## config.mk

```make
export PLATFORM = sky130hd
export DESIGN_NAME = dmfb_train_pattern_gen
export DESIGN_NICKNAME = d
export VERILOG_FILES = /design/src/rtl/dmfb_train_pkg.sv /design/src/rtl/dmfb_train_mask.sv /design/src/rtl/dmfb_train_pattern_gen.sv
export SDC_FILE = /design/constraint.sdc
export NUM_CORES = 1
export LEC_CHECK = 0
export ABC_AREA = 1
export CAP_MARGIN = 20
export CORE_MARGIN = 4
export CORE_UTILIZATION = 40
export DETAILED_ROUTE_END_ITERATION = 10
export GPL_TIMING_DRIVEN = 1
export PLACE_DENSITY_LB_ADDON = 0.25
export SLEW_MARGIN = 20
export SYNTH_ARGS = -nofsm -noshare
export SYNTH_HDL_FRONTEND = slang
export SYNTH_SLANG_ARGS = --single-unit
```

## constraint.sdc

```tcl
create_clock -name clock -period 5.1 [get_ports clock]
set_clock_uncertainty 0.1 [all_clocks]
set_input_delay 0.51 -clock clock [delete_from_list [all_inputs] [get_ports clock]]
set_output_delay 0.51 -clock clock [all_outputs]
set_load 0.05 [all_outputs]
```

## src/rtl/dmfb_train_pkg.sv

```systemverilog
// Shared types and default sizing for the DMFB train-transport blocks.
package dmfb_train_pkg;

  typedef enum logic [0:0] {
    IDLE = 1'b0,
    MOVE = 1'b1
  } state_t;

  localparam int unsigned DEF_N_ELEC  = 10;
  localparam int unsigned DEF_MAX_LEN = 4;
  localparam int unsigned DEF_DWELL_W = 16;

endpackage

```

## src/rtl/dmfb_train_mask.sv

```systemverilog
// Combinational (pos, len) -> electrode pattern; bits past the row end fold back
// to the start when DMFB_TRAIN_WRAP_EN is defined, otherwise they are dropped.
module dmfb_train_mask #(
  parameter int unsigned N_ELEC  = 10,
  parameter int unsigned MAX_LEN = 4,
  parameter int unsigned POS_W   = $clog2(N_ELEC),
  parameter int unsigned LEN_W   = $clog2(MAX_LEN + 1)
) (
  input  logic [POS_W-1:0]  pos,
  input  logic [LEN_W-1:0]  len,
  output logic [N_ELEC-1:0] pattern_c
);

  localparam int unsigned WIDE_W = N_ELEC + MAX_LEN;

  logic [WIDE_W-1:0] ones;
  logic [WIDE_W-1:0] wide;

  assign ones = (WIDE_W'(1) << len) - WIDE_W'(1);
  assign wide = ones << pos;

`ifdef DMFB_TRAIN_WRAP_EN
  // len <= N_ELEC keeps the spill below 2*N_ELEC, so one fold suffices
  assign pattern_c = wide[N_ELEC-1:0] | N_ELEC'(wide[WIDE_W-1:N_ELEC]);
`else
  logic [MAX_LEN-1:0] unused_spill;
  assign unused_spill = wide[WIDE_W-1:N_ELEC];
  assign pattern_c    = wide[N_ELEC-1:0];
`endif

endmodule

```

## src/rtl/dmfb_train_pattern_gen.sv

```systemverilog
// Self-timed train move engine: steps a contiguous energised train from start_pos
// to target_pos one electrode per dwell. Ring track when DMFB_TRAIN_WRAP_EN is defined.
module dmfb_train_pattern_gen
  import dmfb_train_pkg::*;
#(
  parameter int unsigned N_ELEC  = DEF_N_ELEC,
  parameter int unsigned MAX_LEN = DEF_MAX_LEN,
  parameter int unsigned DWELL_W = DEF_DWELL_W,
  parameter int unsigned POS_W   = $clog2(N_ELEC),
  parameter int unsigned LEN_W   = $clog2(MAX_LEN + 1)
) (
  input  logic               clock,
  input  logic               reset_n,
  input  logic               act,
  input  logic               start,
  input  logic               clear,
  input  logic [POS_W-1:0]   start_pos,
  input  logic [POS_W-1:0]   target_pos,
  input  logic [LEN_W-1:0]   train_len,
  input  logic [DWELL_W-1:0] dwell,
  input  logic               dir,
  output logic [N_ELEC-1:0]  disp,
  output logic               busy,
  output logic               done,
  output logic               err
);

  state_t               state_q, state_d;
  logic [POS_W-1:0]     pos_q, pos_d, tgt_q, tgt_d, step_pos;
  logic [LEN_W-1:0]     len_q, len_d;
  logic [DWELL_W-1:0]   rl_q, rl_d, cnt_q, cnt_d, reload;
  logic                 vis_q, vis_d;
  logic                 dir_q, dir_d;
  logic                 busy_d, done_d, err_d, start_ok;
  logic [N_ELEC-1:0]    disp_d, pattern_c;

  dmfb_train_mask #(
    .N_ELEC (N_ELEC),
    .MAX_LEN(MAX_LEN),
    .POS_W  (POS_W),
    .LEN_W  (LEN_W)
  ) u_mask (
    .pos      (pos_d),
    .len      (len_d),
    .pattern_c(pattern_c)
  );

  // One electrode toward the target
`ifdef DMFB_TRAIN_WRAP_EN
  always_comb begin
    if (dir_q) step_pos = (pos_q == POS_W'(N_ELEC - 1)) ? '0 : pos_q + POS_W'(1);
    else       step_pos = (pos_q == '0) ? POS_W'(N_ELEC - 1) : pos_q - POS_W'(1);
  end
`else
  logic unused_dir;
  assign unused_dir = dir ^ dir_q;
  always_comb begin
    step_pos = (tgt_q > pos_q) ? pos_q + POS_W'(1) : pos_q - POS_W'(1);
  end
`endif

  assign reload   = (dwell == '0) ? '0 : dwell - DWELL_W'(1);
  assign start_ok = (int'(start_pos) < int'(N_ELEC)) && (int'(target_pos) < int'(N_ELEC)) &&
                    (train_len != '0) && (int'(train_len) <= int'(MAX_LEN));

  // Next-state and output decode
  always_comb begin
    state_d = state_q;
    pos_d   = pos_q;
    tgt_d   = tgt_q;
    len_d   = len_q;
    rl_d    = rl_q;
    cnt_d   = cnt_q;
    vis_d   = vis_q;
    dir_d   = dir_q;
    done_d  = 1'b0;
    err_d   = 1'b0;
    case (state_q)
      IDLE: begin
        if (clear) begin
          vis_d = 1'b0;
        end else if (start) begin
          if (start_ok) begin
            state_d = MOVE;
            pos_d   = start_pos;
            tgt_d   = target_pos;
            len_d   = train_len;
            rl_d    = reload;
            cnt_d   = reload;
            dir_d   = dir;
            vis_d   = 1'b1;
          end else begin
            err_d = 1'b1;
          end
        end
      end
      MOVE: begin
        if (clear) begin
          state_d = IDLE;
          vis_d   = 1'b0;
        end else if (act) begin
          if (cnt_q != '0) begin
            cnt_d = cnt_q - DWELL_W'(1);
          end else if (pos_q == tgt_q) begin
            state_d = IDLE;
            done_d  = 1'b1;
          end else begin
            pos_d = step_pos;
            cnt_d = rl_q;
          end
        end
      end
      default: state_d = IDLE;
    endcase
    busy_d = (state_d == MOVE);
  end

  assign disp_d = (vis_d && act) ? pattern_c : '0;

  always_ff @(posedge clock or negedge reset_n) begin
    if (!reset_n) begin
      state_q <= IDLE;
      pos_q   <= '0;
      tgt_q   <= '0;
      len_q   <= '0;
      rl_q    <= '0;
      cnt_q   <= '0;
      vis_q   <= 1'b0;
      dir_q   <= 1'b0;
      disp    <= '0;
      busy    <= 1'b0;
      done    <= 1'b0;
      err     <= 1'b0;
    end else begin
      state_q <= state_d;
      pos_q   <= pos_d;
      tgt_q   <= tgt_d;
      len_q   <= len_d;
      rl_q    <= rl_d;
      cnt_q   <= cnt_d;
      vis_q   <= vis_d;
      dir_q   <= dir_d;
      disp    <= disp_d;
      busy    <= busy_d;
      done    <= done_d;
      err     <= err_d;
    end
  end

endmodule

```

Yosys cells after proc, flatten, opt, wreduce, memory -nomap -nowiden. Index checks and enable logic that the tools add are counted.

Add/sub/neg operators: 5. Shift-type cells: 2. Reduce and logical (&&, ||, !) cells: 9. Eq/ne operators: 7. Magnitude comparators: 4. Bitwise logic cells: 2. Muxes and demuxes: 45.

Operators by type and width (number): $mux W16 (8); $mux W4 (8); $pmux W16 S2 (1); $sub A16 B1 Y16 const B (2); $mux W1 (20); $logic_not A16 Y1 (1); $reduce_bool A16 Y1 (1); $shl A1 B3 Y14 const A (1); $shl A14 B4 Y10 (1); $sub A14 B2 Y14 const B (1); $mux W3 (4); $mux W10 (1); $ne A2 B2 Y1 const B (5); $lt A4 B4 Y1 const B (2); $pmux W4 S2 (1); $reduce_and A6 Y1 (1); $add A4 B1 Y4 const B (1); $eq A4 B4 Y1 (1); $gt A4 B4 Y1 (1); $logic_and A1 B1 Y1 (4); $pmux W1 S2 (2); $reduce_and A4 Y1 (1); $sub A4 B1 Y4 const B (1); $le A3 B3 Y1 const B (1); 3 further kinds (4).

Bits in registers: 57. Word-level logic and storage cells: 84. Input bits: 33.

Logic depth before layout (Yosys ltp). Gate-level depths: netlist of the first run.

Word-level depth: 12. Gate-level depth with buffers: 20. Mapped depth without buffers: 20.

Cells and area by module. Synthesis of the first run repeated with hierarchy kept, for this count alone.

Cells, all modules: 650. Area total of the unflattened synthesis: 4282.9 µm².

Modules (own cells, without submodules): dmfb_train_pattern_gen (sequential area each 1426.4 µm², area each 3798.6 µm², times used 1, cells an instance 553); dmfb_train_mask (sequential area each 0.0 µm², area each 484.2 µm², times used 1, cells an instance 97).

Worst setup path after synthesis of the first run. OpenSTA, ideal clock, no wires.

Path kind: flip-flop to flip-flop. Start point: register state_q. End point: register disp[9]. Path slack: 2.348 ns. Data required time: 4.927 ns. Data arrival time: 2.579 ns. Clock period less this slack: 2.752 ns. Cell stages (with the launch flop): 16. Setup time: 0.073 ns. Path buffers: 1. Cell sequence: dfrtp_1 buf_4 nor3_4 nand4_1 nand2_2 nand2_1 nor2_2 inv_1 ha_1 inv_1 nand4_1 nand3_4 nand2_1 nand2_1 nand3_1 a21oi_2.

Cells in the longest elaborated chain, start to end: 5. Elaborated cells on any way between the ends: 9. Those cells by class: add/sub: 1; shift: 2; mux: 4; bitwise: 1; reduce/logical: 1.

Ends and longest elaborated chain: from (decl) (RTL line dmfb_train_pattern_gen.sv:28) `state_t state_q, state_d;`; from (signal assigned) (RTL line dmfb_train_pattern_gen.sv:135) `state_q <= state_d;`; $mux W3 (RTL line dmfb_train_pattern_gen.sv:78) `case (state_q)`; $shl A1 B3 Y14 (RTL line dmfb_train_mask.sv:19) `assign ones = (WIDE_W'(1) << len) - WIDE_W'(1);`; $sub A14 B2 Y14 (RTL line dmfb_train_mask.sv:19); $shl A14 B4 Y10 (RTL line dmfb_train_mask.sv:20) `assign wide = ones << pos;`; $mux W10 * (RTL line dmfb_train_pattern_gen.sv:118) `assign disp_d = (vis_d && act) ? pattern_c : '0;`; via disp_d[9] (RTL line dmfb_train_pattern_gen.sv:35) `logic [N_ELEC-1:0] disp_d, pattern_c;`; to (signal assigned) (RTL line dmfb_train_pattern_gen.sv:143) `disp <= disp_d;`; to (decl) (RTL line dmfb_train_pattern_gen.sv:22) `output logic [N_ELEC-1:0] disp,`.

The timed path passes the listed nets; every way through them passes the cells marked *. A chain may end at the register's enable or synchronous reset.

Worst setup path in the final report of the first run.
Start point: input target_pos[2]. End point: register disp[9].

Cells in the longest elaborated chain, start to end: 12. Elaborated cells on any way between the ends: 21. Those cells by class: add/sub: 1; order compare: 1; shift: 2; mux: 13; reduce/logical: 4.

Ends and longest elaborated chain: from (decl) (RTL line dmfb_train_pattern_gen.sv:18) `input logic [POS_W-1:0] target_pos,`; $lt A4 B4 Y1 (RTL line dmfb_train_pattern_gen.sv:63) `assign start_ok = (int'(start_pos) < int'(N_ELEC)) && (int'(target_pos) < int'(N_ELEC)) &&`; $logic_and A1 B1 Y1 (2 in a row) (RTL line dmfb_train_pattern_gen.sv:63); $logic_and A1 B1 Y1 (RTL line dmfb_train_pattern_gen.sv:64) `(train_len != '0) && (int'(train_len) <= int'(MAX_LEN));`; $mux W3 (RTL line dmfb_train_pattern_gen.sv:83) `if (start_ok) begin`; $mux W3 (RTL line dmfb_train_pattern_gen.sv:82) `end else if (start) begin`; $mux W3 (RTL line dmfb_train_pattern_gen.sv:80) `if (clear) begin`; $mux W3 (RTL line dmfb_train_pattern_gen.sv:78); via len_d[0] (RTL line dmfb_train_pattern_gen.sv:30) `logic [LEN_W-1:0] len_q, len_d;`; $shl A1 B3 Y14 (RTL line dmfb_train_mask.sv:19); $sub A14 B2 Y14 (RTL line dmfb_train_mask.sv:19); $shl A14 B4 Y10 (RTL line dmfb_train_mask.sv:20); $mux W10 (RTL line dmfb_train_pattern_gen.sv:118); via disp_d[9] (RTL line dmfb_train_pattern_gen.sv:35).

The timed path passes the listed nets, and every way through them passes these cells.

==> metrics.cfg, run 1 <==
[floorplan]
rows=36
start_util_pct=41.25
core_area_mm2=0.009819
die_area_mm2=0.01180
die_w_um=108.6
fp.dieH_um=108.6
pin_count=46

[synthesis]
synth_flop_cell=dfrtp_1
synthAdderAreaFrac_pct=3.275
yosys_warnings=0
synth_xor_area_share_pct=3.676
synth_top_area_share_pct=35.22
synth-simple-area-share_pct=35.03
synth-compound-area-share_pct=14.06
synth_seq_cells=57
synth_area_leaders=dfrtp_1 35%, nand2_1 11%, o21ai_0 6.5%
synthMuxAreaShare_pct=0.2780
synth.distinct_cells=52
yosys.area.top_type=dfrtp_1
async_reset_ff_share_pct=100.0
syn_inst=542
synth_top_family_by_area=simple AND/OR/NAND/NOR gates
syn-num-nets=585
avgSynthCellArea_um2=7.473
ys_seq_area_share_pct=35.22
synth_area_mm2=0.004050
synth-edff-count=0

[grt]
grt_max_degree=58
grt_pass1_wl_mm=16.75
antenna_found_initial=0
grt_overflow_total=0
grt_use_total_pct=17.58
grt_pass1_vias=3528

[critical_path]
path_buf_inv=5
start_kind=input pin
rr_worst_depth=19
critPathArrivalTime_ns=3.42
critPathSlowestCell=clkdlybuf4s50_1
slowest_delay_ns=0.48
cp_max_fo=42
r2r_setup_slack_ns=2.18
endpoint_kind=register
crit_required_ns=5.26
critPathKind=input pin to register
crit-reg2reg-capture=disp[3]$_DFF_PN0_
crit_chain=clkdlybuf4s50_1, nor2_1, nor2_1, nor2_4, nand3_2, buf_4, nand2_1, nand2_2, inv_1, nor2_2, inv_1, ha_1, inv_1, nand4_1, nand3_4, nand2_1, nand2_1, nand3_1, a21oi_2
crit_family=simple AND/OR/NAND/NOR gates
reg2reg_from=pos_q[1]$_DFF_PN0_

[cts]
ctsHoldBuffers=0
cts_resized=0
clk-insertion-delay-late_ns=0.34
cts_made_buffers=9
tritoncts=yes
cts_root_buffer=clkbuf_8
clkTransAtPathRegs_ns=0.07
clkSinkCount=57
cts_setup_buffers=0
clockBufferDepth=2
cts-htree-levels=3

[layout]
multi_input_area_mm2=0.002281
design_area_mm2=0.004826
diodes=0
drive_above_1_share_pct=13.49
finish.utilization_pct=49.15
final.fill_count=1010
regArea_mm2=0.001426
num-nets-final=632
area_growth_pct=19.15

[placed_design]
placed_area_mm2=0.004616
gp_congestion=0.8527
io_buffers=44
dp_hpwl_mm=7.012

[route]
drt_iter0_drc=175
firstDrtPassIters=5
drc=0
routedWlPerCell_um=12.85
vias=3676
avgViaCountPerCell=5.063
antenna_left=0
routed_wl_mm=9.332

[pwr]
p_leak_nw=2.263
irDropWorstVdd_uv=179.7
powerDensity_mw_per_mm2=405.7

[worst_hold_path]
hold_path.class=input pin to asynchronous set/reset pin

[timing]
maxSlewHeadroom_pct=51.00
totalNegativeSetupSlack_ns=0
finalCriticalPeriod_ns=3.265
rsz0062_at_grt=no
maxSlewViolCount=0
timing.fmax_ghz=0.3063
finalCritPeriodShare_pct=64.02
tightest_slew_ns=0.7350
hold_viol=0
setup_violations=0

[run]
drv_cap=0

[status]
status=finished clean

[sequential cells by signal (all words and copies together) (netlist names)]
name / cells
cnt_q: 16
rl_q: 16
disp: 10
pos_q: 4
tgt_q: 4
len_q: 3
done: 1
err: 1
state_q: 1
vis_q: 1
[layout make-up]
type	instances	area share (%)
Tap cell	133	3.448
Inverter	70	5.730
Timing Repair Buffer	48	9.645
Clock inverter	3	1.348
Sequential cell	57	29.56
Multi-Input combinational cell	403	47.26
Clock buffer	12	3.008
[layer usage]
metal	wire (µm)	part of all wire, %	track usage, %
met3	373	4.0	2.664
met4	127	1.4	5.771
met1	4499	48	25.32
met2	4331	46	27.10
met5	0	0	0
[synthesized netlist by cell type (2+ instances only)]
library cell,instances
nand2_1,123
inv_1,61
dfrtp_1,57
o21ai_0,53
nor2_1,44
nand3_1,36
a21oi_1,19
nand2_2,12
nand4_1,12
xor2_1,11
ha_1,9
clkbuf_1,8
nand3_2,8
nor3_1,8
inv_2,7
xnor2_1,6
nor2_2,5
nor2_4,5
o211ai_1,5
o22ai_1,4
or2_2,4
a31oi_1,3
nand2_4,3
nand3_4,3
nor4_1,3
a21oi_2,2
nand3b_1,2
nor3_2,2
nor3_4,2
o21ai_1,2
o221ai_1,2
[cells by family (layout without fill, tap and decap cells)]
family,Yosys count,count (layout)
buffers and inverters,82,133
AND/OR/NAND/NOR,276,276
AO/OA/AOI/OAI,99,99
multiplexers,1,1
XOR/XNOR,17,17
flip-flops,57,57
adder cells (fa/ha/maj),10,10
[power by group]
| part | internal, mW | total (mW) | switching (mW) |
|---|---|---|---|
| registers | 0.564 | 0.663 | 0.0992 |
| clock network | 0.286 | 0.467 | 0.182 |
| logic | 0.311 | 0.827 | 0.517 |
[worst max-delay path by stage]
stage                        end  depth (start not counted)  slack, ns              start
4_1_cts        disp[9]$_DFF_PN0_                         19       1.77      target_pos[2]
6_report       disp[9]$_DFF_PN0_                         19       1.83      target_pos[2]
2_1_floorplan  disp[9]$_DFF_PN0_                         15       2.35  state_q$_DFF_PN0_
5_1_grt        disp[6]$_DFF_PN0_                         19       1.46       start_pos[2]
3_3_place_gp   disp[9]$_DFF_PN0_                         19       1.44      target_pos[2]
3_5_place_dp   disp[9]$_DFF_PN0_                         19       1.41      target_pos[2]
[layout by cell type (no fill, tap or decap), types with 10 or more instances in the layout]
| master | synthesis | final |
|---|---|---|
| nor2_1 | 44 | 44 |
| nand3_1 | 36 | 36 |
| inv_1 | 61 | 61 |
| nand2_2 | 12 | 12 |
| dfrtp_1 | 57 | 57 |
| nand4_1 | 12 | 12 |
| clkbuf_8 | 0 | 10 |
| clkdlybuf4s50_1 | 0 | 43 |
| nand2_1 | 123 | 123 |
| o21ai_0 | 53 | 53 |
| a21oi_1 | 19 | 19 |
| xor2_1 | 11 | 11 |
[worst register-to-register path, delay by kind of cell (launching register included)]
kind                       cells  cell delay [ns]
AOI/OAI and AO/OA              3             0.39
xor gates and xnor gates       1             0.21
adders and majority gates      2             0.55
buffers and inverters          3             0.29
DFF                            1             0.40
and+or+nand+nor               10             0.89
[per-stage QoR]
step / cells / power, mW / setup slack (ns) / hold slack, ns
after CTS: 726 / 1.978 / 1.768 / 0.2409
after global routing: 726 / 2.147 / 1.456 / 0.2877
after floorplan: 542 / 1.322 / 2.348 / 0.1144
after global placement: 711 / 1.475 / 1.442 / 0.3629
after detailed placement: 711 / 1.500 / 1.413 / 0.3682
final: 726 / 1.958 / 1.835 / 0.2063
(Power assumes the default switching activity.)
==> run 2: changes to the inputs <==
clock period = 2.63 ns   (was 5.1 ns; I/O delays follow)
==> run 2 against run 1 <==
Against the previous run:
- the run now ends with hold timing left
- final cell count grew 7.0%
- clock power grew 78%
- sequential cell count is the same
- sequential share of layout area shrank 2.9 points
- first-iteration DRC count shrank 2.3%
- routed wire length grew 7.0%
- combinational power grew to 2.6 times the previous value
- total power grew 120%
==> metrics.cfg, run 2 (synthesis gave the netlist of run 1 again) <==
[status]
status=finished, violations left
violations=hold timing

[layout]
finish.utilization_pct=54.51  ; +5.4 points
num-nets-final=683  ; +8.1%
largestRegisters=cnt_q (16), rl_q (16), disp (10)
area_growth_pct=32.16
drive_above_1_share_pct=24.07  ; +11 points
mostFrequentLayoutCells=120 x nand2_1, 57 x inv_1, 56 x dfrtp_1
final.fill_count=1001  ; -0.89%
final_common_cell=nand2_1
fin_cells=777  ; +7.0%
diodes=0  ; unchanged

[timing]
maxSlewHeadroom_pct=36.90  ; -14 points
rsz0062_at_grt=yes
setup_violations=0  ; unchanged
fin_hold_ws_ns=-0.03836  ; -0.2446 ns
timing.fmax_ghz=0.3875
tightest_slew_ns=0.9465  ; +0.2115 ns
finalCritPeriodShare_pct=98.12
hold_viol=39  ; +39
totalNegativeSetupSlack_ns=0  ; unchanged
finalCriticalPeriod_ns=2.580
maxSlewViolCount=0  ; unchanged

[placed_design]
io_buffers=44  ; unchanged
dp_hpwl_mm=7.476  ; +6.6%
place_inst=755  ; +6.2%
gp_congestion=0.8678  ; +1.8%

[route]
antenna_left=0  ; unchanged
vias=3819  ; +3.9%
avgViaCountPerCell=4.915  ; -2.9%
firstDrtPassIters=4  ; -1
drt_iter0_drc=171  ; -2.3%
routed_wl_mm=9.982  ; +7.0%
routedWlPerCell_um=12.85  ; about the same
drc=0  ; unchanged

[grt]
grt_overflow_total=0  ; unchanged
grt_use_total_pct=17.94  ; +0.37 points
antenna_found_initial=0  ; unchanged
grt_pass1_wl_mm=16.95  ; +1.2%
grt_pass1_vias=3744  ; +6.1%
grt_max_degree=42  ; -28%

[cts]
clkSinkCount=57  ; unchanged
cts-htree-levels=3  ; unchanged
tritoncts=yes
cts_made_buffers=9  ; unchanged
clkTransAtPathRegs_ns=0.07  ; about the same
cts_root_buffer=clkbuf_8
clockBufferDepth=2  ; unchanged
clk-insertion-delay-late_ns=0.33  ; about the same
ctsHoldBuffers=0  ; unchanged

[critical_path]
crit_required_ns=2.79  ; -2.47 ns
critPathKind=register to register
r2r_setup_slack_ns=0.05  ; -2.13 ns
cp_max_fo=10  ; -76%
endpoint_kind=register
start_kind=register
critPathArrivalTime_ns=2.74  ; -0.68 ns

[floorplan]
pin_count=46  ; unchanged
die_area_mm2=0.01180  ; unchanged
core_area_mm2=0.009819  ; unchanged
start_util_pct=41.25  ; unchanged
rows=36  ; unchanged
die_w_um=108.6  ; unchanged
fp.dieH_um=108.6  ; unchanged

[pwr]
irDropWorstVdd_uv=391.4  ; +120%
p_leak_nw=2.516  ; +11%
powerDensity_mw_per_mm2=796.6  ; +96%

[worst_hold_path]
hold_path.class=input pin to asynchronous set/reset pin

[run]
drv_cap=0  ; unchanged

-- run 2: critical path, cell delays in order, from the launching register on --
cell and delay, ns:
dfrtp_1 0.42, inv_2 0.10, ha_4 0.20, inv_2 0.05, nor2_2 0.02, o21ai_1 0.13, nand2_1 0.10, nand2_2 0.11
inv_1 0.06, fa_2 0.52, nand3_2 0.09, nand3_4 0.10, nand2_8 0.09, clkinv_8 0.09, nand3_4 0.08, nor2_1 0.11
nor2_1 0.05, a21oi_2 0.08
-- run 2: final timing paths --
| kind | startpoint | endpoint | cells past startpoint |
|---|---|---|---|
| max reg2reg | pos_q[1]$_DFF_PN0_ | disp[9]$_DFF_PN0_ | 17 |
| min in group clock | rl_q[13]$_DFFE_PN0P_ | rl_q[13]$_DFFE_PN0P_ | 2 |
| max | pos_q[1]$_DFF_PN0_ | disp[9]$_DFF_PN0_ | 17 |
| max in group asynchronous | reset_n | disp[0]$_DFF_PN0_ | 2 |
| min | reset_n | cnt_q[4]$_DFFE_PN0P_ | 1 |
| min reg2reg | rl_q[13]$_DFFE_PN0P_ | rl_q[13]$_DFFE_PN0P_ | 2 |
-- run 2: area by class of cell --
cell class	count	area [µm²]	area share (%)
inverters	70	276.5	5.166
clock inverters	2	37.54	0.7013
flip-flops and latches	57	1428	26.67
repair buffers	99	864.6	16.15
clock buffers	13	158.9	2.969
well taps	133	166.4	3.109
multi-input cells	403	2421	45.23
-- run 2: timing repair --
item,4_1_cts,5_1_grt
setup endpoints to repair,10,11
resized for setup,9,21
pin swaps,5,12
buffers inserted,5,2
-- run 2: through the flow --
step	worst slack [ns]	area (µm²)	power [mW]
after floorplan	0.01996	4056	2.569
after global placement	-0.09534	4965	3.087
after detailed placement	-0.1485	4965	3.150
after CTS	0.01548	5234	4.127
after global routing	-0.1572	5353	4.611
final	0.04953	5353	4.264
-- run 2: where the power goes --
part           internal, mW  total [mW]  leakage [nW]  switching, mW
logic                 0.948        2.14          1.70           1.19
clock network         0.485       0.831        0.0957          0.346
registers              1.09        1.29         0.721          0.200
total                  2.53        4.26          2.52           1.74
-- run 2: metal layers --
layer	routed length (µm)	share of wire [%]	vias to the layer above	GRT usage, %
met4	180	1.8	0	6.312
met1	4607	46	1761	23.53
li1	-	-	1978	-
met3	373	3.7	15	2.960
met2	4821	48	65	30.01
met5	0	0	-	0
==> run 3: changes to the inputs <==
CELL_PAD_IN_SITES_DETAIL_PLACEMENT = 1   (was not set)
CELL_PAD_IN_SITES_GLOBAL_PLACEMENT = 1   (was not set)
CORE_UTILIZATION = 38   (was 40)
clock period = 2.15 ns   (was 2.63 ns; I/O delays follow)
==> run 3 against run 2 <==
Against the previous run:
- the run ends with setup timing left
- sequential power grew 26%
- total power grew 59%
- combinational power grew 86%
- largest power group unchanged
==> metrics.cfg, run 3 (synthesis gave the netlist of run 1 again) <==
[pwr]
cell_internal_pwr_mw=3.716  ; +47%
powerDensity_mw_per_mm2=1054  ; +32%
p_leak_nw=3.033  ; +21%
switchingPower_mw=3.067  ; +77%
seqPwrFrac_pct=23.8  ; -6.6 points
pwr-share-clk_pct=17.6  ; -1.9 points
irDropWorstVdd_uv=629.0  ; +61%
p_sw_share_pct=45.22  ; +4.5 points
p_comb_share_pct=58.5  ; +8.4 points

[critical_path]
crit_top_cell=inv_2
slowest_delay_ns=0.42  ; -0.10 ns
crit_required_ns=2.33  ; -0.46 ns
critPathArrivalTime_ns=3.08  ; +0.34 ns
crit_chain=inv_2, ha_4, inv_2, nor2_2, o21ai_2, nand2_2, nand2_4, ha_4, a21oi_4, nand2_2, xor2_2, nor2_1, nand2_1, nand3_2, nand2_4, nand2_8, nor2_4, inv_2, nor2_1
cp_max_fo=5  ; -5
endpoint_kind=register
critPathSlowestCell=dfrtp_1
critPathKind=register to register
start_kind=register

[grt]
grt_pass1_vias=5090  ; +36%
grt_use_total_pct=26.43  ; +8.5 points
grt_overflow_total=0  ; unchanged
grt_max_degree=58  ; +38%
antenna_found_initial=0  ; unchanged
grt_pass1_wl_mm=26.25  ; +55%

[timing]
hold_viol=0  ; -100%
totalNegativeSetupSlack_ns=-9.333  ; -9.333 ns
finalCritPeriodShare_pct=134.9  ; +37 points
finalCriticalPeriod_ns=2.901  ; +0.3205 ns
setup_ws_ns=-0.7510  ; -0.8005 ns
tightest_slew_ns=0.5050  ; -0.4415 ns
rsz0062_at_grt=yes
setup_violations=26  ; +26
timing.fmax_ghz=0.3447  ; -11%
maxSlewHeadroom_pct=65.98  ; +29 points
maxSlewViolCount=0  ; unchanged

[layout]
num-nets-final=766  ; +12%
final.fill_count=1258  ; +26%
mostFrequentLayoutCells=122 x buf_4, 106 x nand2_1, 55 x dfrtp_1
area_growth_pct=58.82
fin_cells=864  ; +11%
finish.utilization_pct=62.03  ; +7.5 points
final_common_cell=buf_4
largestRegisters=cnt_q (16), rl_q (16), disp (10)
diodes=0  ; unchanged
drive_above_1_share_pct=41.76  ; +18 points

[cts]
cts_made_buffers=9  ; unchanged
tritoncts=yes
clkSinkCount=57  ; unchanged
cts-htree-levels=3  ; unchanged
clk-insertion-delay-late_ns=0.36  ; +0.03 ns
clockBufferDepth=2  ; unchanged
clkTransAtPathRegs_ns=0.08  ; about the same
cts_root_buffer=clkbuf_8

[worst_hold_path]
hold_path.class=input pin to register

[placed_design]
pre_cts_slack_ns=-0.6309  ; -0.4824 ns
gp_congestion=0.8842  ; +1.9%
dp_hpwl_mm=10.47  ; +40%
io_buffers=44  ; unchanged
place_inst=817  ; +8.2%

[route]
drt_iter0_drc=329  ; +92%
firstDrtPassIters=5  ; +1
drc=0  ; unchanged
antenna_left=0  ; unchanged
routed_wl_mm=19.19  ; +92%
avgViaCountPerCell=5.674  ; +15%
vias=4902  ; +28%
routedWlPerCell_um=22.21  ; +73%

[floorplan]
pin_count=46  ; unchanged
rows=37  ; +2.8%
core_area_mm2=0.01037  ; +5.6%
die_w_um=111.2  ; +2.4%
fp.dieH_um=111.2  ; +2.4%
die_area_mm2=0.01237  ; +4.9%
start_util_pct=39.06  ; -2.2 points

[status]
violations=setup timing
status=finished, violations left

[run]
drv_cap=0  ; unchanged

==> run 3: cell count changes in the layout (fill, tap and decap cells not counted), moves of 5 or more <==
cell and delta:
nand2_2 +9, o21ai_0 -12, o21ai_1 +5, o21ai_2 +6
buf_4 +69, inv_1 -11, nand3_1 -7, buf_6 +7
inv_2 +8, nand2_1 -14, nor2_1 -10, nor2_2 +7
nand3_2 +5
==> run 3: repair_timing <==
item,in CTS,in global routing
buffers inserted,12,14
hold buffers,1,0
setup endpoints to repair,29,30
gates cloned,2,2
pin swaps,18,32
endpoints found under the hold margin,57,0
gates resized for setup,41,87
==> run 3: cell type report <==
class	count	area (µm²)	area share [%]
Clock buffer	11	151.4	2.354
Clock inverter	5	77.57	1.206
Inverter	70	284.0	4.415
Multi-Input combinational cell	404	2743	42.64
Sequential cell	57	1429	22.21
Tap cell	136	170.2	2.645
Timing Repair Buffer	180	1569	24.39
Timing Repair inverter	1	8.758	0.1362
==> run 3: path summary, 6_finish.rpt <==
| kind | end | slack, ns | depth (start not counted) | start |
|---|---|---|---|---|
| worst max-delay path | disp[0]$_DFF_PN0_ | -0.75 | 19 | pos_q[1]$_DFF_PN0_ |
| worst min-delay path | len_q[1]$_DFF_PN0_ | 0.25 | 3 | train_len[1] |
| worst max register to register | disp[0]$_DFF_PN0_ | -0.75 | 19 | pos_q[1]$_DFF_PN0_ |
| worst min register to register | rl_q[14]$_DFFE_PN0P_ | 0.40 | 2 | rl_q[14]$_DFFE_PN0P_ |
| max in group asynchronous | state_q$_DFF_PN0_ | 1.37 | 3 | reset_n |
| min in group asynchronous | rl_q[2]$_DFFE_PN0P_ | 0.28 | 3 | reset_n |
==> run 3: metal layers <==
metal / GRT usage, % / share of wire [%]
met1: 31.52 / 39
met4: 10.46 / 5.0
met5: 0 / 0
met2: 46.80 / 50
met3: 4.858 / 5.4
==> run 3: worst max-delay path: cells and delay by family, from the launching register on <==
family	cells	cell delay [ns]
AO/OA/AOI/OAI	2	0.31
XOR/XNOR	1	0.23
adder cells (fa/ha/maj)	2	0.46
buffers and inverters	3	0.22
flip-flops	1	0.42
AND/OR/NAND/NOR	11	1.08
==> run 3: per-stage QoR <==
stage                     hold WS (ns)  cell area (µm²)  total power [mW]
final                           0.2502             6432             6.783
after global routing            0.2731             6432             7.109
after CTS                       0.2970             5968             5.900
after detailed placement        0.1487             5448             4.307
after global placement          0.1464             5448             4.091
after floorplan                -0.1806             4099             3.241
==> run 3: power groups by stage <==
| stage | sequential [mW] | combinational, mW | clock, mW |
|---|---|---|---|
| 5_1_grt | 1.64 | 4.21 | 1.27 |
| 4_1_cts | 1.57 | 3.14 | 1.19 |
| 3_5_place_dp | 1.57 | 2.74 | 0 |
| 6_report | 1.62 | 3.97 | 1.20 |
| 2_1_floorplan | 1.56 | 1.68 | 0 |
| 3_3_place_gp | 1.55 | 2.54 | 0 |
==> patch 1 (config.mk and constraints of run 3) <==
Make the reset (`reset_n`) synchronous in one clocked block.
--- a/src/rtl/dmfb_train_pattern_gen.sv
+++ b/src/rtl/dmfb_train_pattern_gen.sv
@@ -118,5 +118,5 @@
   assign disp_d = (vis_d && act) ? pattern_c : '0;
 
-  always_ff @(posedge clock or negedge reset_n) begin
+  always_ff @(posedge clock) begin
     if (!reset_n) begin
       state_q <= IDLE;
Behaviour: differs if reset_n is asserted again (counterexample within 4 cycles, from zero or initial values and one cycle with reset_n low); with reset_n held inactive, the same outputs for 4 cycles.
==> patch 1 against run 3 <==
- wire length fell by 4.4%
- area after synthesis shrank 6.1%
- register-to-register slack improved by 0.07 ns
- sequential cell count unchanged
- the run still ends with negative setup slack left
- critical endpoint is now disp[8]$_SDFF_PN0_
- final cell count grew 0.23%
- worst setup slack lost 0.0090 ns
- final area decreased by 8.1%
- critical path depth stayed put
- die area fell by 5.7%
- highest routed layer unchanged
Power is not compared: it rests on default switching activity, and its combinational part moved more than twofold at a synthesized area within 25%.
==> patch 1: results (changes against run 3) <==
status: "finished, violations left"
violations: "negative setup slack"
yosys-top-cells-count: "102 x nand2_1, 69 x nor2_1, 57 x dfxtp_1"
htreeDepth: 3  # unchanged
detail_route.wl_per_cell_um: 21.20  # -4.6%
nFillCells: 1230  # -2.2%
yosysSeqAreaShare_pct: 30.00  # -5.2 points
reg2regPathDepth: 17  # -2
maxSlewViolCount: 0  # unchanged
pre_cts_ws_ns: -0.7959  # -0.1650 ns
clk_latency_ns: 0.34  # -0.02 ns
fin_ws_ns: -0.7599  # -0.008964 ns
min_path_cells: 2  # -1
hp-class: "flip-flop to flip-flop"
clock_path_buffers: 2  # unchanged
num_vias: 4873  # -0.59%
async_reset_ff_share_pct: 0  # -100 points
gp_congestion: 0.8800  # -0.48%
cpPeakStageDelay_ns: 0.44  # +0.02 ns
max_slew_margin_pct: 63.72  # -2.3 points
grt_pass1_wl_um: 23860  # -9.1%
dpl_cell_area_um2: 5136  # -5.7%
switchingPower_uw: 1175
grt_max_degree: 27  # -53%
slowest_stage: "clkdlybuf4s50_1"
yosys_warnings: 0  # unchanged
synthCells: 556  # +2.6%
dp_hpwl_um: 10250  # -2.1%
finalSetupViolations: 16  # -38%
drive_gt1_share_pct: 38.06  # -3.7 points
root_buffer: "clkbuf_8"
ir_drop_uv: 357.9
synth_top_flop_cell: "dfxtp_1"
cts_made_buffers: 9  # unchanged
grt_util_all_layers_pct: 25.93  # -0.50 points
cp.arrival_ns: 3.08  # about the same
cp_max_fo: 6  # +1
drt-pass1-iter-count: 5  # unchanged
fin_tns_setup_ns: -7.444  # +1.888 ns
final_cells: 866  # +0.23%
syn-num-nets: 599  # +2.4%
yosys-top-cells-area: "dfxtp_1 30%, nand2_1 10%, nor2_1 6.8%, inv_1 5.4%, o21ai_0 5.3%"
synth_cell_types: 48  # -7.7%
p_leak_uw: 0.002625
dp_cells: 819  # +0.24%
grt_pass1_vias: 5010  # -1.6%
drt_iter0_markers: 257  # -22%
antenna_found_initial: 0  # unchanged
nets: 772  # +0.78%
-- patch 1: cell types whose count changed after synthesis, moves of 13 or more --
cell	change
nand2_1	-21
dfxtp_1	+57
o21ai_0	-13
dfrtp_1	-57
a21oi_1	+19
nor2_1	+25
-- patch 1: worst max-delay path, delay by kind of cell --
| kind | cells | cell delay [ns] |
|---|---|---|
| adders and majority gates | 1 | 0.23 |
| buffers and inverters | 3 | 0.59 |
| AOI/OAI and AO/OA | 2 | 0.33 |
| and+or+nand+nor | 13 | 1.70 |
-- patch 1: path summary, 6_finish.rpt --
kind / startpoint / end / slack [ns]
worst min register to register: rl_q[3]$_SDFFE_PN0P_ / rl_q[3]$_SDFFE_PN0P_ / 0.37
worst min-delay path: rl_q[3]$_SDFFE_PN0P_ / rl_q[3]$_SDFFE_PN0P_ / 0.37
worst max-delay path: target_pos[1] / disp[8]$_SDFF_PN0_ / -0.76
worst max register to register: pos_q[2]$_SDFF_PN0_ / disp[8]$_SDFF_PN0_ / -0.68
-- patch 1: cells by family after synthesis --
kind of cell / after synthesis / share of synthesized area, %
AND/OR/NAND/NOR: 266 / 34.77
AO/OA/AOI/OAI: 118 / 18.03
buffers and inverters: 86 / 9.342
flip-flops: 57 / 30.00
XOR/XNOR: 19 / 4.375
adder cells (fa/ha/maj): 10 / 3.487
-- patch 1: repair_timing --
| action | in CTS | in global routing |
|---|---|---|
| endpoints found under the setup margin | 30 | 33 |
| buffers inserted | 9 | 21 |
| hold endpoints to repair | 0 | 0 |
| resized for setup | 22 | 80 |
| gates cloned | 0 | 2 |
| pin swaps | 10 | 18 |
-- patch 1: final cells by class --
class	instances	area, µm²	area share, %
repair inverters	1	8.758	0.1482
flip-flops and latches	57	1155	19.54
clock inverters	4	20.02	0.3387
clock buffers	11	141.4	2.392
repair buffers	178	1490	25.21
well taps	133	166.4	2.815
inverters	68	285.3	4.826
multi-input cells	414	2644	44.73
-- patch 1: power by group through the flow --
stage	clock network, µW	logic [µW]	registers, µW
finish	884	1240	1110
global route	948	1310	1110
CTS	887	1000	1100
detailed placement	0	916	1130
global placement	0	878	1120
floorplan	0	511	1130
-- patch 1: metrics by stage --
stage	total power [µW]	utilization, %
after floorplan	1643	-
after global placement	2003	52.55
after detailed placement	2043	52.55
after CTS	2995	55.76
after global routing	3373	60.47
final	3233	60.47
-- patch 1: metal layers --
metal / wire length, µm / part of all wire, % / vias up / GRT usage (%)
li1: - / - / 2195 / -
met1: 6794 / 37 / 2405 / 26.15
met2: 9633 / 52 / 178 / 50.71
met3: 702 / 3.8 / 95 / 4.716
met4: 1225 / 6.7 / 0 / 12.35
met5: 0 / 0 / - / 0
==> patch 2 (flow settings as in run 3) <==
Made on the original files. The option `DMFB_TRAIN_WRAP_EN` is turned on by a define.
--- a/src/rtl/dmfb_train_mask.sv
+++ b/src/rtl/dmfb_train_mask.sv
@@ -1,4 +1,6 @@
 // Combinational (pos, len) -> electrode pattern; bits past the row end fold back
 // to the start when DMFB_TRAIN_WRAP_EN is defined, otherwise they are dropped.
+`define DMFB_TRAIN_WRAP_EN
+
 module dmfb_train_mask #(
   parameter int unsigned N_ELEC  = 10,
Behaviour: not the same (a bounded check fails within 4 cycles, from zero or initial values and one cycle with reset_n low).
==> patch 2 against run 3 <==
- the flow still finishes with violations (negative setup slack)
- wire length up 21%
- count of clock-buffer cells in the layout is 1 higher
- global-route usage is 1.5 points higher
- final area increased by 5.7%
- power grew 2.9%
- first-iteration DRC count grew 44%
- combinational power down 2%
- area after synthesis up 7.1%
- sequential cell count rose by 1
- worst setup slack improved by 0.13 ns
- synthesized cell count increased by 14%
- critical path type unchanged
- largest cell class unchanged
- highest routed layer unchanged
==> patch 2: results (changes against run 3) <==
pre_cts_ws_ns: -0.7301  # -0.09922 ns
drive_gt1_share_pct: 39.63  # -2.1 points
power.total_uw: 6979  # +2.9%
io_buffers: 45  # +2.3%
worst_pin_slew_ns: 0.5302  # +0.02526 ns
fin_hold_ws_ns: 0.1491  # -0.1011 ns
p_leak_uw: 0.003251  # +7.2%
buf_share_pct: 23.49  # -0.90 points
p_int_uw: 3806  # +2.4%
n_all_buffers: 192  # +6.7%
hp-start: "target_pos[1]"
grt_max_degree: 59  # +1.7%
power.share.combinational_pct: 55.6  # -2.9 points
multi_input_area_share_pct: 43.26  # +0.62 points
dp_hpwl_um: 11550  # +10%
ir_drop_uv: 754.9  # +20%
reg2regPathDepth: 14  # -5
yosys-top-cells-count: "150 x nand2_1, 65 x nor2_1, 63 x inv_1"
gp_congestion: 0.8870  # +0.32%
drt_iter0_markers: 474  # +44%
p_clk_uw: 1490  # +24%
grt_pass1_wl_um: 29040  # +11%
cts_sinks: 58  # +1.8%
finalSetupViolations: 27  # +3.8%
yosys-top-cells-area: "dfrtp_1 33%, nand2_1 13%, o21ai_0 6.1%, nor2_1 5.6%, inv_1 5.4%"
start_util_pct: 39.34  # +0.28 points
violations: "negative setup slack"
hold-path-endpoint: "tgt_q[1]$_DFFE_PN0P_"
root_buffer: "clkbuf_16"
synth_cell_types: 50  # -3.8%
detail_route.wl_per_cell_um: 24.47  # +10%
fin_ws_ns: -0.6185  # +0.1325 ns
clk_latency_ns: 0.34  # -0.02 ns
status: "finished, violations left"
seq_area_um2: 1453  # +1.7%
num_vias: 5614  # +15%
nNonClkInverters: 77  # +8.5%
nets: 842  # +9.9%
clockNetworkAreaShare_pct: 4.216  # +0.66 points
worstReg2RegEnd: "disp[3]$_DFF_PN0_"
grt_util_all_layers_pct: 27.89  # +1.5 points
yosysSeqAreaShare_pct: 33.45  # -1.8 points
syn-num-nets: 654  # +12%
grt_pass1_vias: 5635  # +11%
patch 2: layer usage:
layer  up-vias  global-route usage (%)  routed length, µm
li1       2401                       -                  -
met1      2751                   35.57               8826
met2       335                   47.30              11250
met3       127                   4.421               1779
met4         0                   11.03               1392
met5         -                       0                  0
patch 2: timing repair:
| item | 4_1_cts | 5_1_grt |
|---|---|---|
| pin swaps | 45 | 22 |
| setup buffers | 14 | 10 |
| cloned | 3 | 1 |
| hold buffers | 1 | 0 |
| setup endpoints to repair | 26 | 33 |
| gates resized for setup | 65 | 87 |
| hold endpoints to repair | 58 | 0 |
patch 2: worst max-delay path by stage:
stage / start / to / slack, ns / cells past startpoint
finish: cnt_q[7]$_DFFE_PN0P_ / disp[3]$_DFF_PN0_ / -0.62 / 14
global route: cnt_q[1]$_DFFE_PN0P_ / disp[8]$_DFF_PN0_ / -0.75 / 17
CTS: state_q$_DFF_PN0_ / disp[2]$_DFF_PN0_ / -0.27 / 17
detailed placement: target_pos[2] / disp[2]$_DFF_PN0_ / -0.73 / 22
global placement: target_pos[2] / disp[8]$_DFF_PN0_ / -0.61 / 22
floorplan: state_q$_DFF_PN0_ / disp[3]$_DFF_PN0_ / -0.25 / 18
patch 2: cells by family after synthesis:
group / synth area share, %
AND/OR/NAND/NOR: 38.38
AO/OA/AOI/OAI: 14.04
buffers and inverters: 9.429
flip-flops: 33.45
XOR/XNOR: 3.835
adder cells (fa/ha/maj): 0.8651
patch 2: tightest hold or removal path, cell delays in order:
cell           delay [ns]
dlygate4sd2_1        0.22
nand2_1              0.05
o21ai_0              0.06
patch 2: through the flow:
stage               setup TNS (ns)  instance area [µm²]  std cells
global route                -12.04                 6797        950
global placement            -12.16                 5796        906
detailed placement          -15.00                 5796        906
floorplan                   -2.207                 4365        618
finish                      -9.334                 6797        950
CTS                         -2.158                 6412        939
